File: src/rtl/uart_tx_arbiter.sv
// Round-robin arbiter sharing one multi-byte UART sender among REQ_NUM requesters.
// Optional macro TX_ARB_PRIO_EN: requester 0 wins in IDLE without moving the rr pointer.
module uart_tx_arbiter #(
  parameter int unsigned REQ_NUM       = 4,
  parameter int unsigned BYTE_NUM      = 4,
  parameter int unsigned START_TIMEOUT = 16,
  parameter int unsigned GAP_CYCLES    = 2
) (
  input  logic                          clk_i,
  input  logic                          rst_n_i,
  input  logic [REQ_NUM-1:0]            req_i,
  input  logic [REQ_NUM*8*BYTE_NUM-1:0] req_data_i,
  output logic [REQ_NUM-1:0]            grant_o,
  output logic [REQ_NUM-1:0]            done_o,
  output logic [REQ_NUM-1:0]            err_o,
  output logic                          send_en_o,
  output logic [8*BYTE_NUM-1:0]         nbytes_data_o,
  input  logic                          tx_busy_i,
  output logic                          arb_busy_o
);

  localparam int unsigned FW   = 8 * BYTE_NUM;
  localparam int unsigned PW   = $clog2(REQ_NUM);
  localparam int unsigned CMAX = (START_TIMEOUT > GAP_CYCLES) ? START_TIMEOUT : GAP_CYCLES;
  localparam int unsigned CW   = $clog2(CMAX + 1);

  typedef enum logic [1:0] {IDLE, WAIT_START, WAIT_DONE, GAP} state_e;

  state_e             state_q, state_d;
  logic [PW-1:0]      rr_q, rr_d;
  logic [CW-1:0]      cnt_q, cnt_d;
  logic [REQ_NUM-1:0] grant_q, grant_d;
  logic [REQ_NUM-1:0] done_q, done_d;
  logic [REQ_NUM-1:0] err_q, err_d;
  logic               send_en_q, send_en_d;
  logic [FW-1:0]      data_q, data_d;
  logic               arb_busy_q;

  logic               win_vld;
  logic [PW-1:0]      win_idx;
  logic [PW-1:0]      cand;

  // First requesting index at or above the rr pointer, wrapping.
  always_comb begin
    win_vld = 1'b0;
    win_idx = '0;
    cand    = '0;
    for (int unsigned i = 0; i < REQ_NUM; i++) begin
      cand = PW'((32'(rr_q) + i) % REQ_NUM);
      if (!win_vld && req_i[cand]) begin
        win_vld = 1'b1;
        win_idx = cand;
      end
    end
`ifdef TX_ARB_PRIO_EN
    if (req_i[0]) begin
      win_vld = 1'b1;
      win_idx = '0;
    end
`endif
  end

  always_comb begin
    state_d   = state_q;
    rr_d      = rr_q;
    cnt_d     = cnt_q;
    grant_d   = grant_q;
    done_d    = '0;
    err_d     = '0;
    send_en_d = send_en_q;
    data_d    = data_q;
    case (state_q)
      IDLE: begin
        if (win_vld && !tx_busy_i) begin
          state_d          = WAIT_START;
          grant_d          = '0;
          grant_d[win_idx] = 1'b1;
          send_en_d        = 1'b1;
          cnt_d            = '0;
          for (int unsigned i = 0; i < REQ_NUM; i++) begin
            if (PW'(i) == win_idx) data_d = req_data_i[i*FW +: FW];
          end
`ifdef TX_ARB_PRIO_EN
          if (!req_i[0])
            rr_d = (32'(win_idx) == REQ_NUM - 1) ? '0 : win_idx + 1'b1;
`else
          rr_d = (32'(win_idx) == REQ_NUM - 1) ? '0 : win_idx + 1'b1;
`endif
        end
      end
      WAIT_START: begin
        cnt_d = cnt_q + 1'b1;
        // cnt_q counts completed cycles, so send_en stays high START_TIMEOUT cycles.
        if (tx_busy_i) begin
          state_d   = WAIT_DONE;
          send_en_d = 1'b0;
        end else if (cnt_q == CW'(START_TIMEOUT - 1)) begin
          state_d   = GAP;
          err_d     = grant_q;
          grant_d   = '0;
          send_en_d = 1'b0;
          cnt_d     = '0;
        end
      end
      WAIT_DONE: begin
        if (!tx_busy_i) begin
          state_d = GAP;
          done_d  = grant_q;
          grant_d = '0;
          cnt_d   = '0;
        end
      end
      GAP: begin
        if (cnt_q == CW'(GAP_CYCLES - 1)) state_d = IDLE;
        else                              cnt_d   = cnt_q + 1'b1;
      end
      default: state_d = IDLE;
    endcase
  end

  always_ff @(posedge clk_i or negedge rst_n_i) begin
    if (!rst_n_i) begin
      state_q    <= IDLE;
      rr_q       <= '0;
      cnt_q      <= '0;
      grant_q    <= '0;
      done_q     <= '0;
      err_q      <= '0;
      send_en_q  <= 1'b0;
      data_q     <= '0;
      arb_busy_q <= 1'b0;
    end else begin
      state_q    <= state_d;
      rr_q       <= rr_d;
      cnt_q      <= cnt_d;
      grant_q    <= grant_d;
      done_q     <= done_d;
      err_q      <= err_d;
      send_en_q  <= send_en_d;
      data_q     <= data_d;
      arb_busy_q <= (state_d != IDLE);
    end
  end

  assign grant_o       = grant_q;
  assign done_o        = done_q;
  assign err_o         = err_q;
  assign send_en_o     = send_en_q;
  assign nbytes_data_o = data_q;
  assign arb_busy_o    = arb_busy_q;

endmodule

File: config.mk
export PLATFORM = sky130hd
export DESIGN_NAME = uart_tx_arbiter
export DESIGN_NICKNAME = d
export VERILOG_FILES = /design/src/rtl/uart_tx_arbiter.sv
export SDC_FILE = /design/constraint.sdc
export NUM_CORES = 1
export LEC_CHECK = 0
export CORE_MARGIN = 5
export CORE_UTILIZATION = 42
export DETAILED_ROUTE_END_ITERATION = 10
export PLACE_DENSITY = 0.87
export SLEW_MARGIN = 20
export SYNTH_ARGS = -nofsm -noshare
export SYNTH_HDL_FRONTEND = slang
export SYNTH_SLANG_ARGS = --single-unit
File: constraint.sdc
create_clock -name clk_i -period 2.8 [get_ports clk_i]
set_input_delay 0.56 -clock clk_i [delete_from_list [all_inputs] [get_ports clk_i]]
set_output_delay 0.56 -clock clk_i [all_outputs]
set_load 0.1 [all_outputs]
==> results.toml <==
[critical_path]
reg2reg_depth = 10
r2r-end = "nbytes_data_o[18]"
crit_family = "buffers and inverters"
cp-end-kind = "flip-flop"
critPathRequiredTime_ps = 3000
critical_path.max_stage_delay_ps = 540
cp_slowest_cell = "clkdlybuf4s50_1"
r2r_start = "rr_q[0]"
crit_fanout = 18
cp_num_buf_inv = 3
criticalPathCategory = "in2reg"
cp-start-kind = "input port"
crit_arrival_ps = 2880
path_cells = "clkdlybuf4s50_1, nand2b_1, and2b_1, o22a_1, inv_1, ha_2, nor4_4, or3b_2, buf_8, a21oi_2, a2bb2oi_2"
timing.reg2reg.setup_slack_ps = 410

[layout]
finish.utilization = 0.6377
drive_above_1_share = 0.2801
syn_to_final_growth_pct = 49.86
final_cells = 668
fillCellCount = 762
antennaDiodeCount = 0
nets = 703
stdcell_area_sq_um = 5837

[yosys]
yosys_warnings = 0
synth_cells = 377
ys_seq_area_frac = 0.3534
synth_nets = 524
syn_area_per_cell_sq_um = 10.33
synth-edff-count = 0
synth-seq-cells = 55
async_flop_share = 1.000
synth_area_sq_um = 3895
synth_ff_type = "dfrtp_1"
synthDistinctLibCells = 41

[job]
drv_cap = 0

[timing]
hold_violations = 0
setup_tns_ps = 0
tightest_slew_ps = 717.0
fin_worst_skew_ps = 7.485
finalSetupViolCount = 0
timing.final.crit_period_ps = 2687
relSlewSlack = 0.5220
period_share = 0.9596
timing.fmax_ghz = 0.3722
hold_ws_ps = 371.9
maxSlewViolCount = 0

[pwr]
swShare = 0.5563
clockPowerShare = 0.078
peakVddDrop_mv = 0.6560
power_frac_seq = 0.200
p_per_area_nw_per_um2 = 1185
pwr-share-comb = 0.722
power.internal_w = 0.003069
switchingPower_w = 0.003848
cellLeakagePower_nw = 2.423

[detailed_routing]
wl_per_cell_microns = 15.89
drtIter0Drc = 79
vias_per_cell = 5.163
route.detailed.drc = 0
vias = 3449
dr.pass1.iters = 4
ant_nets = 0
routed_wl_mm = 10.62

[outcome]
outcome = "complete, no violations"

[clock_network]
htree_levels = 2
tritoncts = "done"
clk_latency_ps = 300
clock-sinks = 55
path_clk_slew_ps = 100
numCtsBuffers = 5
post-cts-setup-buffers = 0
clockRootBuffer = "clkbuf_8"
ctsLongestPathBuffers = 2

[place]
dp.cells = 660
hpwlAfterDp_mm = 8.673
placed_cell_area_sq_um = 5708
gp_congestion = 0.8601
io_buffer_count = 180

[global_routing]
overflow = 0
antenna_found_initial = 0
grt_pass1_vias = 3663
grt_pass1_wl_mm = 17.22
grt_max_degree = 66
grtUsageTotal = 0.1878

[floorplanning]
rows = 35
design.core.area_sq_um = 9153
dieHeight_microns = 106.3
initial_utilization = 0.4256
ioPinCount = 181
die_w_microns = 106.3
die_area_sq_um = 11300

[worst_hold_path]
hold_class = "in2async"
==> power groups by stage <==
stage	clock [W]	sequential (W)	combinational, W
floorplan	0	0.00329	0.00202
global placement	0	0.00138	0.00492
detailed placement	0	0.00140	0.00503
CTS	0.000558	0.00139	0.00503
global route	0.000593	0.00143	0.00529
finish	0.000541	0.00138	0.00499
==> per-layer routing <==
metal	global-route usage	vias up	share of wire
met2	0.3602	113	0.55
met1	0.1980	1634	0.36
li1	-	1689	-
met4	0.04903	0	0.015
met5	0	-	0
met3	0.05525	13	0.071
==> logic make-up after synthesis <==
logic type / synth area share
AOI/OAI and AO/OA: 0.2846
and+or+nand+nor: 0.1564
DFF: 0.3534
muxes: 0.1076
buffers and inverters: 0.05943
adders and majority gates: 0.03855
==> worst max-delay path by stage <==
stage | from | to | cells past startpoint
floorplan | req_i[2] | nbytes_data_o[0] | 12
global placement | req_i[1] | nbytes_data_o[15] | 11
detailed placement | req_i[0] | nbytes_data_o[17] | 11
CTS | req_i[0] | nbytes_data_o[17] | 11
global route | req_i[0] | nbytes_data_o[5] | 11
finish | req_i[0] | nbytes_data_o[18] | 11
==> worst reg2reg max path, cell delays in order (launching register included) <==
cell and delay (ps):
dfrtp_1 420, nand2b_1 180, and2b_1 170, o22a_1 230
inv_1 100, ha_2 220, nor4_4 60, or3b_2 510
buf_8 200, a21oi_2 140, a2bb2oi_2 60
==> what timing repair did <==
action                     4_1_cts  5_1_grt
hold buffers                     0        0
setup endpoints to repair        0       19
resized for setup                0        3
==> layout by cell type, fill, tap and decap left out, drive strengths merged, types with 3 or more instances in the layout <==
cell type and count:
ha 12, mux2i 34, clkbuf 6, inv 13, clkdlybuf4s50 133, a21oi 39, o21ai 38, a2bb2oi 32
mux2 7, nor2 8, o2bb2ai 3, dfrtp 55, nand2 36, buf 66, nand2b 38, and2 8
nor2b 5
==> stage by stage <==
stage | worst slack, ps | power (W)
6_report | 113.2 | 0.006916
5_1_grt | -7.060 | 0.007317
4_1_cts | 65.28 | 0.006977
3_5_place_dp | -255.2 | 0.006431
3_3_place_gp | -143.6 | 0.006305
2_1_floorplan | 408.8 | 0.005305
==> sequential cells by signal, indices dropped and copies added (netlist names) <==
name and flops:
done_o 4, send_en_o 1, state_q 2, rr_q 2, nbytes_data_o 32, grant_o 4
cnt_q 5, arb_busy_o 1, err_o 4
==> cell type report <==
type                       instances  area [sq um]  share of cell area
multi-input combinational        282          2298              0.3938
timing repair buffer             199          1857              0.3181
sequential                        55          1376              0.2358
tap                              111         138.9             0.02379
clock buffer                       6         82.58             0.01415
inverter                          13         48.80            0.008360
clock inverter                     2         35.03            0.006002
==> Yosys cell counts (2+ instances only) <==
master / count / area [sq um]
dfrtp_1: 55 / 1376
nand2b_1: 38 / 237.7
o21ai_0: 38 / 190.2
nand2_1: 35 / 131.4
mux2i_1: 34 / 340.3
a2bb2oi_2: 31 / 465.5
a21oi_2: 30 / 262.8
inv_1: 13 / 48.80
clkbuf_1: 12 / 45.04
ha_1: 12 / 150.1
a21oi_1: 9 / 45.04
and2_1: 8 / 50.05
mux2_2: 7 / 78.83
nor2_1: 7 / 26.28
buf_2: 5 / 25.02
nor2b_1: 5 / 31.28
buf_6: 4 / 45.04
buf_4: 3 / 22.52
buf_8: 3 / 45.04
o2bb2ai_1: 3 / 26.28
a211o_1: 2 / 17.52
nand3_1: 2 / 10.01
nor4_4: 2 / 42.54
o22a_1: 2 / 17.52
(Power assumes the default switching activity.)
